$ cat config.mk
export PLATFORM = sky130hd
export DESIGN_NAME = led_output
export DESIGN_NICKNAME = d
export VERILOG_FILES = /design/src/rtl/led_output_pkg.sv /design/src/rtl/led_output_channel.sv /design/src/rtl/led_output.sv
export SDC_FILE = /design/constraint.sdc
export NUM_CORES = 1
export LEC_CHECK = 0
export CORE_UTILIZATION = 45
export DETAILED_ROUTE_END_ITERATION = 12
export HOLD_SLACK_MARGIN = 0.05
export PLACE_DENSITY = 0.67
export SKIP_LAST_GASP = 1
export SYNTH_ARGS = -nofsm -noshare
export SYNTH_HDL_FRONTEND = slang
export SYNTH_HIERARCHICAL = 1
export SYNTH_SLANG_ARGS = --single-unit
$ cat constraint.sdc
create_clock -name csi_clk -period 2.7 [get_ports csi_clk]
set_clock_uncertainty 0.15 [all_clocks]
set_input_delay 0.54 -clock csi_clk [delete_from_list [all_inputs] [get_ports csi_clk]]
set_output_delay 0.54 -clock csi_clk [all_outputs]
set_load 0.005 [all_outputs]
$ cat src/rtl/led_output_pkg.sv
// -----------------------------------------------------------------------------
// led_output_pkg
// Shared definitions for the LED output peripheral: channel mode encodings,
// Avalon word addresses, the ID constant and the bit positions of the fields
// in channel writes and channel readbacks.
// No ports (package).
// -----------------------------------------------------------------------------
package led_output_pkg;

  typedef enum logic [1:0] {
    MODE_OFF   = 2'd0,
    MODE_ON    = 2'd1,
    MODE_BLINK = 2'd2,
    MODE_COUNT = 2'd3
  } led_mode_t;

  localparam logic [3:0]  ADDR_ID      = 4'd0;
  localparam logic [3:0]  ADDR_CH_BASE = 4'd1;
  localparam logic [3:0]  ADDR_ALL     = 4'd5;

  localparam logic [31:0] ID_VALUE     = 32'd65;

  // Field offsets inside a channel write word.
  localparam int WD_MODE_LSB = 0;
  localparam int WD_HP_LSB   = 8;
  localparam int WD_CNT_LSB  = 16;

  // Field offsets inside a channel readback word.
  localparam int RD_LEVEL_BIT = 0;
  localparam int RD_MODE_LSB  = 1;
  localparam int RD_HP_LSB    = 8;
  localparam int RD_REM_LSB   = 16;

  // Assemble the readback word of one channel.
  function automatic logic [31:0] pack_channel(input logic       level,
                                               input logic [1:0] mode,
                                               input logic [7:0] hp,
                                               input logic [7:0] remaining);
    logic [31:0] w;
    w = '0;
    w[RD_LEVEL_BIT]       = level;
    w[RD_MODE_LSB +: 2]   = mode;
    w[RD_HP_LSB +: 8]     = hp;
    w[RD_REM_LSB +: 8]    = remaining;
    return w;
  endfunction

endpackage

$ cat src/rtl/led_output_channel.sv
// -----------------------------------------------------------------------------
// led_channel
// State machine for one LED: OFF, ON, continuous BLINK, or COUNT (blink a
// given number of pulses, then drop back to OFF). Advances on the shared tick.
// Ports:
//   csi_clk, rsi_reset_n  clock, asynchronous active-high reset
//   tick                  one-cycle prescaler pulse
//   wr_en                 write strobe for this channel (wins over tick)
//   clr_en                force-to-OFF strobe (wins over tick)
//   wr_mode/wr_hp/wr_cnt  fields of the write word
//   level                 current LED level (before pin polarity)
//   mode/hp/remaining     channel state for readback
// -----------------------------------------------------------------------------
module led_channel
  import led_output_pkg::*;
(
  input  logic       csi_clk,
  input  logic       rsi_reset_n,
  input  logic       tick,
  input  logic       wr_en,
  input  logic       clr_en,
  input  logic [1:0] wr_mode,
  input  logic [7:0] wr_hp,
  input  logic [7:0] wr_cnt,
  output logic       level,
  output logic [1:0] mode,
  output logic [7:0] hp,
  output logic [7:0] remaining
);

  led_mode_t  state;
  logic [7:0] phase;

  assign mode = state;

  // Priority: clear, then write, then tick. A write or clear in a tick cycle
  // therefore swallows that tick for this channel. In COUNT, remaining counts
  // falling toggles; the toggle that takes it to zero also parks the channel
  // in OFF with the level already low.
  always_ff @(posedge csi_clk or posedge rsi_reset_n) begin
    if (rsi_reset_n) begin
      state     <= MODE_OFF;
      level     <= 1'b0;
      phase     <= 8'd0;
      remaining <= 8'd0;
      hp        <= 8'd1;
    end else if (clr_en) begin
      state <= MODE_OFF;
      level <= 1'b0;
    end else if (wr_en) begin
      hp <= (wr_hp == 8'd0) ? 8'd1 : wr_hp;
      case (wr_mode)
        MODE_OFF: begin
          state <= MODE_OFF;
          level <= 1'b0;
        end
        MODE_ON: begin
          state <= MODE_ON;
          level <= 1'b1;
        end
        MODE_BLINK: begin
          state     <= MODE_BLINK;
          level     <= 1'b1;
          phase     <= 8'd0;
          remaining <= wr_cnt;
        end
        default: begin
          phase     <= 8'd0;
          remaining <= wr_cnt;
          if (wr_cnt == 8'd0) begin
            state <= MODE_OFF;
            level <= 1'b0;
          end else begin
            state <= MODE_COUNT;
            level <= 1'b1;
          end
        end
      endcase
    end else if (tick && (state == MODE_BLINK || state == MODE_COUNT)) begin
      if (phase == hp - 8'd1) begin
        phase <= 8'd0;
        level <= ~level;
        if (state == MODE_COUNT && level) begin
          if (remaining == 8'd1) begin
            state     <= MODE_OFF;
            remaining <= 8'd0;
          end else begin
            remaining <= remaining - 8'd1;
          end
        end
      end else begin
        phase <= phase + 8'd1;
      end
    end
  end

endmodule

$ cat src/rtl/led_output.sv
// -----------------------------------------------------------------------------
// led_output
// Avalon-MM slave driving up to four LEDs. Holds the free-running tick
// prescaler, the write decode, the combinational read mux and one led_channel
// per LED.
// Ports:
//   csi_clk, rsi_reset_n   clock, asynchronous active-high reset
//   avs_s0_write/read      single-cycle strobes
//   avs_s0_address         word address (0 ID, 1..4 channels, 5 all)
//   avs_s0_writedata       write data
//   avs_s0_readdata        combinational read data, 0 when not reading
//   out_led                LED pins, polarity set by ACTIVE_LOW
// -----------------------------------------------------------------------------
module led_output
  import led_output_pkg::*;
#(
  parameter int LEN        = 4,
  parameter int TICK_MAX   = 4095,
  parameter bit ACTIVE_LOW = 1'b0
) (
  input  logic           csi_clk,
  input  logic           rsi_reset_n,
  input  logic           avs_s0_write,
  input  logic           avs_s0_read,
  input  logic [3:0]     avs_s0_address,
  input  logic [31:0]    avs_s0_writedata,
  output logic [31:0]    avs_s0_readdata,
  output logic [LEN-1:0] out_led
);

  localparam logic [11:0] TICK_TERM = 12'(TICK_MAX);

  logic [11:0]    prescale;
  logic           tick;
  logic           clr_all;
  logic [LEN-1:0] level;
  logic [1:0]     ch_mode [LEN];
  logic [7:0]     ch_hp   [LEN];
  logic [7:0]     ch_rem  [LEN];
  logic           unused_wd;

  // Writes never resynchronise the prescaler, so the first blink interval
  // after a write can be up to one tick period short.
  always_ff @(posedge csi_clk or posedge rsi_reset_n) begin
    if (rsi_reset_n) begin
      prescale <= 12'd0;
    end else if (tick) begin
      prescale <= 12'd0;
    end else begin
      prescale <= prescale + 12'd1;
    end
  end

  assign tick    = (prescale == TICK_TERM);
  assign clr_all = avs_s0_write && (avs_s0_address == ADDR_ALL);

  assign unused_wd = ^{avs_s0_writedata[31:24], avs_s0_writedata[7:2]};

  generate
    for (genvar gi = 0; gi < LEN; gi++) begin : g_ch
      localparam logic [3:0] CH_ADDR = ADDR_CH_BASE + 4'(gi);
      logic wr_en;
      assign wr_en = avs_s0_write && (avs_s0_address == CH_ADDR);

      led_channel u_ch (
        .csi_clk     (csi_clk),
        .rsi_reset_n (rsi_reset_n),
        .tick        (tick),
        .wr_en       (wr_en),
        .clr_en      (clr_all),
        .wr_mode     (avs_s0_writedata[WD_MODE_LSB +: 2]),
        .wr_hp       (avs_s0_writedata[WD_HP_LSB +: 8]),
        .wr_cnt      (avs_s0_writedata[WD_CNT_LSB +: 8]),
        .level       (level[gi]),
        .mode        (ch_mode[gi]),
        .hp          (ch_hp[gi]),
        .remaining   (ch_rem[gi])
      );
    end
  endgenerate

  // level[] are flop outputs; XOR with a constant keeps out_led glitch-free.
  assign out_led = level ^ {LEN{ACTIVE_LOW}};

  // Zero-wait-state read mux; unmapped addresses and idle bus read 0.
  always_comb begin
    avs_s0_readdata = '0;
    if (avs_s0_read) begin
      if (avs_s0_address == ADDR_ID) begin
        avs_s0_readdata = ID_VALUE;
      end else if (avs_s0_address == ADDR_ALL) begin
        avs_s0_readdata[LEN-1:0] = level;
      end else begin
        for (int i = 0; i < LEN; i++) begin
          if (avs_s0_address == ADDR_CH_BASE + 4'(i)) begin
            avs_s0_readdata = pack_channel(level[i], ch_mode[i], ch_hp[i], ch_rem[i]);
          end
        end
      end
    end
  end

endmodule

## Yosys cells after proc, flatten, opt, wreduce, memory -nomap -nowiden

Index checks and enable logic that the tools add are counted.

- Register bits after elaboration: 120

- Mux-type cells: 88
- Reductions and logical operators: 71
- Equality and inequality tests: 28
- Bitwise logic cells: 5
- Add/sub/neg operators: 13

Operator list:

| operator | count |
|---|---|
| $mux 8 | 35 |
| $mux 32 | 5 |
| $sub 8x1->8 const B | 8 |
| $mux 2 | 25 |
| $reduce_bool 3->1 | 16 |
| $add 8x1->8 const B | 4 |
| $eq 8x1->1 const B | 4 |
| $eq 8x8->1 | 4 |
| $mux 28 | 1 |
| $mux 24 | 1 |
| $reduce_bool 2->1 | 12 |
| $reduce_and 5->1 | 4 |
| $eq 2x2->1 const B | 9 |
| $mux 1 | 17 |
| $logic_not 8->1 | 2 |
| $reduce_and 2->1 | 8 |
| $reduce_and 4->1 | 4 |
| $logic_and 1x1->1 | 13 |
| $add 12x1->12 const B | 1 |
| $eq 12x12->1 const B | 1 |
| $mux 12 | 1 |
| $reduce_and 3->1 | 4 |
| $eq 4x2->1 const B | 2 |
| $eq 4x3->1 const B | 2 |
| other kinds (11) | 22 |

## Longest topological paths before layout

- Depth after elaboration: 8
- Gate-level depth with buffers: 13

## Cells and area by module

Netlist, hierarchy kept.

By module, submodules not included:

| module | area each (sq um) | instances | cells an instance |
|---|---|---|---|
| led_channel | 1961.9 | 4 | 231 |
| led_output | 1510.2 | 1 | 203 |

## Least setup slack after synthesis

OpenSTA, ideal clock, no wires.

- Path kind: input to register
- Start point: input avs_s0_address[1]
- End point: register g_ch[3].u_ch.remaining[7]
- Buffers on the path: 3
- Stages on the path: 11
- Slack: -0.367 ns
- Arrival time: 2.794 ns
- Path through: buf_6 -> nor4b_4 -> buf_6 -> and2_1 -> or3b_2 -> a21o_1 -> clkbuf_1 -> a222oi_1 -> a21boi_0 -> a41o_1 -> nor3_1

- Longest elaborated chain between the ends: 4
- Elaborated cells on any way between the ends: 11

Ends and longest elaborated chain:

| what | line | RTL |
|---|---|---|
| start, declared | led_output.sv:25 | `input logic [3:0] avs_s0_address,` |
| $eq 4x3->1 * | led_output.sv:63 | `assign wr_en = avs_s0_write && (avs_s0_address == CH_ADDR);` |
| $logic_and 1x1->1 * | led_output.sv:63 |  |
| net g_ch[3].wr_en | led_output.sv:62 | `logic wr_en;` |
| $ne 2x2->1 (no source line) or $reduce_bool 2->1 (tied branches) | -- |  |
| $reduce_and 5->1 (no source line) | -- |  |
| end signal, assigned | led_output_channel.sv:65 | `remaining <= wr_cnt;` |
| end signal, assigned | led_output_channel.sv:69 | `remaining <= wr_cnt;` |
| end signal, assigned | led_output_channel.sv:88 | `remaining <= remaining - 8'd1;` |
| end, declared | led_output_channel.sv:28 | `output logic [7:0] remaining` |

The timed path passes the listed nets; every way through them passes the cells marked *.
A chain may end at the register's enable or synchronous reset.

## Worst setup path after layout

- Start point: input avs_s0_address[1]
- End point: output avs_s0_readdata[16]

- Longest elaborated chain between the ends: 8
- Elaborated cells on any way between the ends: 13

Ends and longest elaborated chain:

| what | line | RTL |
|---|---|---|
| $eq 4x1->1 | led_output.sv:95 | `if (avs_s0_address == ADDR_CH_BASE + 4'(i)) begin` |
| $mux 24 | led_output.sv:95 |  |
| $mux 32 (3 in series) | led_output.sv:95 |  |
| $mux 28 | led_output.sv:91 | `end else if (avs_s0_address == ADDR_ALL) begin` |
| $mux 32 * | led_output.sv:89 | `if (avs_s0_address == ADDR_ID) begin` |
| $mux 32 * | led_output.sv:88 | `if (avs_s0_read) begin` |
| end, declared | led_output.sv:27 | `output logic [31:0] avs_s0_readdata,` |

Mark *: on every way between the ends. The rest lies on a longest branch, timed or not.

==> impl_results.md <==
* Root Driver: clkbuf_16
* Most area-hungry cell type in the Yosys netlist: dfrtp_1
* Vias at ~9500
* Measured slew at the worst slew-check pin at about 680 ps
* Status: finished clean
* Vias in the first global route at roughly 9000
* Most used cell, CP: buf_6
* H-tree levels at 4
* Layout Nets at about 1400
* Post-route ant nets at 0
* Reg power frac at about two fifths
* Core area at around 20000 um2
* Sw Ratio at about a third
* Site Rows at 52
* CP top delay family: buffers and inverters
* Worst setup EP type: primary output
* GR Util All Layers at ~27%
* Sequential share of the synthesized area at between 30% and 40%
* WL final at 29100 um
* Comb pwr share at 26.7%
* Post-synthesis cell type count at between 60 and 70
* Worst hold endpoint: prescale[0]$_DFF_PP0_
* Avg WL per Cell at between 15 and 20 um
* Internal power at 3970 uW
* DP HPWL at 21000 um
* Worst slack, placed at -663 ps
* Height of the die at 146 um
* Max-slew violations at 0
* Synthesized flop and latch total at 120
* Fin crit period at 2630 ps
* Die area at 21400 um2
* Setup Viol. Count Final at 0
* Synth top area cells: dfrtp_1 (31%), nand2_1 (5.1%), ha_1 (4.4%), o21ai_0 (4.0%), nor3_1 (3.3%)
* Critical Path Start Type: input port
* Period utilization at 97.3%
* Vias per cell at 6.07
* Highest clock rate at between 300 and 400 MHz
* Largest stage delay on the critical path at about 340 ps
* Pwr/cell area at between 500 and 600 nW/um2
* Total gr overflow at 0
* Clock Latency Late Sink at 430 ps
* Hold WC Path Type: flop to flop
* Req. time, crit path at between 2000 and 2500 ps
* Setup tns final at 0 ps
* WP data arrival at 1940 ps
* Fin. Hold Viols at 0
* Hold path depth at 1
* Chip width at 146 um
* Worst r2r src: g_ch[2].u_ch/hp[0]$_DFFE_PP1P_
* Cell Area, Synth at between 9000 and 10000 um2
* Area Growth Syn to Fin at 27.2%
* Post-synth top cells: nand2_1 (127), dfrtp_1 (116), o21ai_0 (74)
* Critical path type: input port to primary output
* IO Count at 76
* Slew margin rel. at roughly 55%
* Syn avg cell area at just over 8 um2
* Post-synth EDFFs at 0
* Worst reg2reg path endpoint: g_ch[2].u_ch/mode[1]$_DFFE_PP0P_
* CTS tree: built
* Pre-antenna DRT Iters at 5
* Async SR Flop Fraction at 100%
* Hold_sp: prescale[0]$_DFF_PP0_
* WP buf/inv at 6
* Clk pin slew, worst setup/hold paths at roughly 60 ps
* Sw Pwr at 2040 uW
* DRT iter0 DRCs at roughly 700
* Final setup margin at between 70 and 80 ps
* Clock share of power at 34.6%
* DRC viols at 0
* Clock Path Buffers at 2
* RSZ-0062 raised after global routing: yes
* Finished Layout Cells at between 1500 and 2000
* CTS sink count at 120
* Placed cells at around 1500
* Reg2Reg Depth at 8
* Initial antenna violation count at 0
* LEAKAGE at between 0.005 and 0.006 uW
* PortBufs at 50
* Post-synth top area share at a little under a third
* Starting Density at between 40 and 50%
* Worst-path fanout max at 4
* Diodes inserted at 0
* Largest net degree at the start of global routing at 28
* CTS Buf Count at 17
* First-pass GRT wire length at around 47000 um
* YS warnings at 6
* Synthesized instance count at approximately 1100
* Critical path, cell by cell: clkdlybuf4s15_1, buf_6, nor4b_4, buf_4, buf_6, nand2_1, a21oi_1, buf_4, buf_6
* Most common cell in the synthesized netlist: nand2_1
* Layout cells sized above 1 at between 20 and 30%
* Max_cap viols at 0
* Top FF cell, synth: dfrtp_1
* Final GP Congestion at between 0.9 and 1
* Slowest cell on crit path: nor4b_4
* Reg2reg setup slack at 80 ps
* Maximum VDD drop at between 400 and 500 uV
==> layer usage <==
| layer | vias to the layer above | routed length [um] | GRT usage, % |
|---|---|---|---|
| li1 | 4481 | - | - |
| met1 | 4634 | 12900 | 36.4 |
| met2 | 309 | 13700 | 44.1 |
| met5 | - | 0 | 0 |
| met4 | 0 | 923 | 12.7 |
| met3 | 62 | 1560 | 4.06 |
==> power groups by stage <==
stage	combinational, uW	clock [uW]	sequential [uW]
final	1600	2080	2330
after global routing	1750	2200	2360
after CTS	1500	2120	2310
after detailed placement	1470	0	2340
after global placement	1440	0	2330
after floorplan	999	0	2250
==> cell families after synthesis <==
group,synth area share [%]
simple gates,28.2
compound gates,21.8
buf+inv,6.58
flops,32.1
xor+xnor,3.18
fa+ha+maj,4.41
mux,3.69
other cells,0.0401
==> registers in the layout, indices dropped and copies added, names as in the netlist <==
signal	flops
g_ch.u_ch/level	4
prescale	12
g_ch.u_ch/phase	32
g_ch.u_ch/remaining	32
g_ch.u_ch/hp	32
g_ch.u_ch/mode	8
==> layout by cell type (no fill, tap or decap), types with 8 or more instances in the layout <==
cell / Yosys / layout
mux2_2: 20 / 20
nand3_1: 43 / 42
inv_1: 52 / 49
clkbuf_16: 0 / 17
xnor2_1: 28 / 28
or2_2: 28 / 28
dfrtp_1: 116 / 115
o22ai_1: 9 / 9
nand2_1: 127 / 126
nor2b_1: 13 / 13
nor4_1: 21 / 15
or4_1: 13 / 13
conb_1: 1 / 11
a21oi_1: 38 / 27
ha_1: 33 / 31
buf_2: 4 / 13
nand3b_1: 12 / 12
clkdlybuf4s50_1: 0 / 23
o2111ai_1: 24 / 24
a21o_1: 31 / 30
buf_12: 0 / 9
nor3_1: 62 / 60
a31oi_1: 10 / 10
mux2i_1: 12 / 12
nor2_1: 72 / 67
o21ai_1: 8 / 8
o211ai_1: 37 / 37
dlygate4sd2_1: 0 / 9
nand4_1: 14 / 14
o21ai_0: 74 / 74
nand2b_1: 18 / 18
buf_4: 18 / 126
a21oi_2: 0 / 11
==> cell type report <==
type	instances	area [um2]
clock buffers	18	429
clock inverters	14	104
fillers	1835	8400
inverters	52	195
multi-input cells	895	6170
flip-flops and latches	120	3010
well taps	270	338
repair buffers	194	1650
==> per-stage QoR <==
stage / total power, uW / area [um2] / hold slack [ps] / utilization (%)
floorplan: 3250 / 9470 / 255 / -
global placement: 3770 / 10900 / 330 / 53.5
detailed placement: 3800 / 10900 / 344 / 53.5
CTS: 5930 / 11600 / 355 / 57.2
global route: 6310 / 11900 / 379 / 58.6
finish: 6010 / 11900 / 350 / 58.6
==> worst max-delay path by stage <==
stage,to,from,cells past startpoint
2_1_floorplan,g_ch[3].u_ch/remaining[7]$_DFFE_PP0P_,avs_s0_address[1],11
3_3_place_gp,avs_s0_readdata[19],avs_s0_address[0],6
3_5_place_dp,avs_s0_readdata[17],avs_s0_address[0],8
4_1_cts,avs_s0_readdata[17],avs_s0_address[1],8
5_1_grt,g_ch[3].u_ch/remaining[6]$_DFFE_PP0P_,g_ch[3].u_ch/hp[1]$_DFFE_PP0P_,7
6_report,avs_s0_readdata[16],avs_s0_address[1],9
==> repair_timing <==
action,in CTS,in global routing
gates resized for setup,95,66
buffers inserted,13,6
endpoints found under the setup margin,52,70
pin swaps,16,21
gates cloned,2,1
hold buffers,0,0
Note: power is estimated with default switching activity, not from simulation.
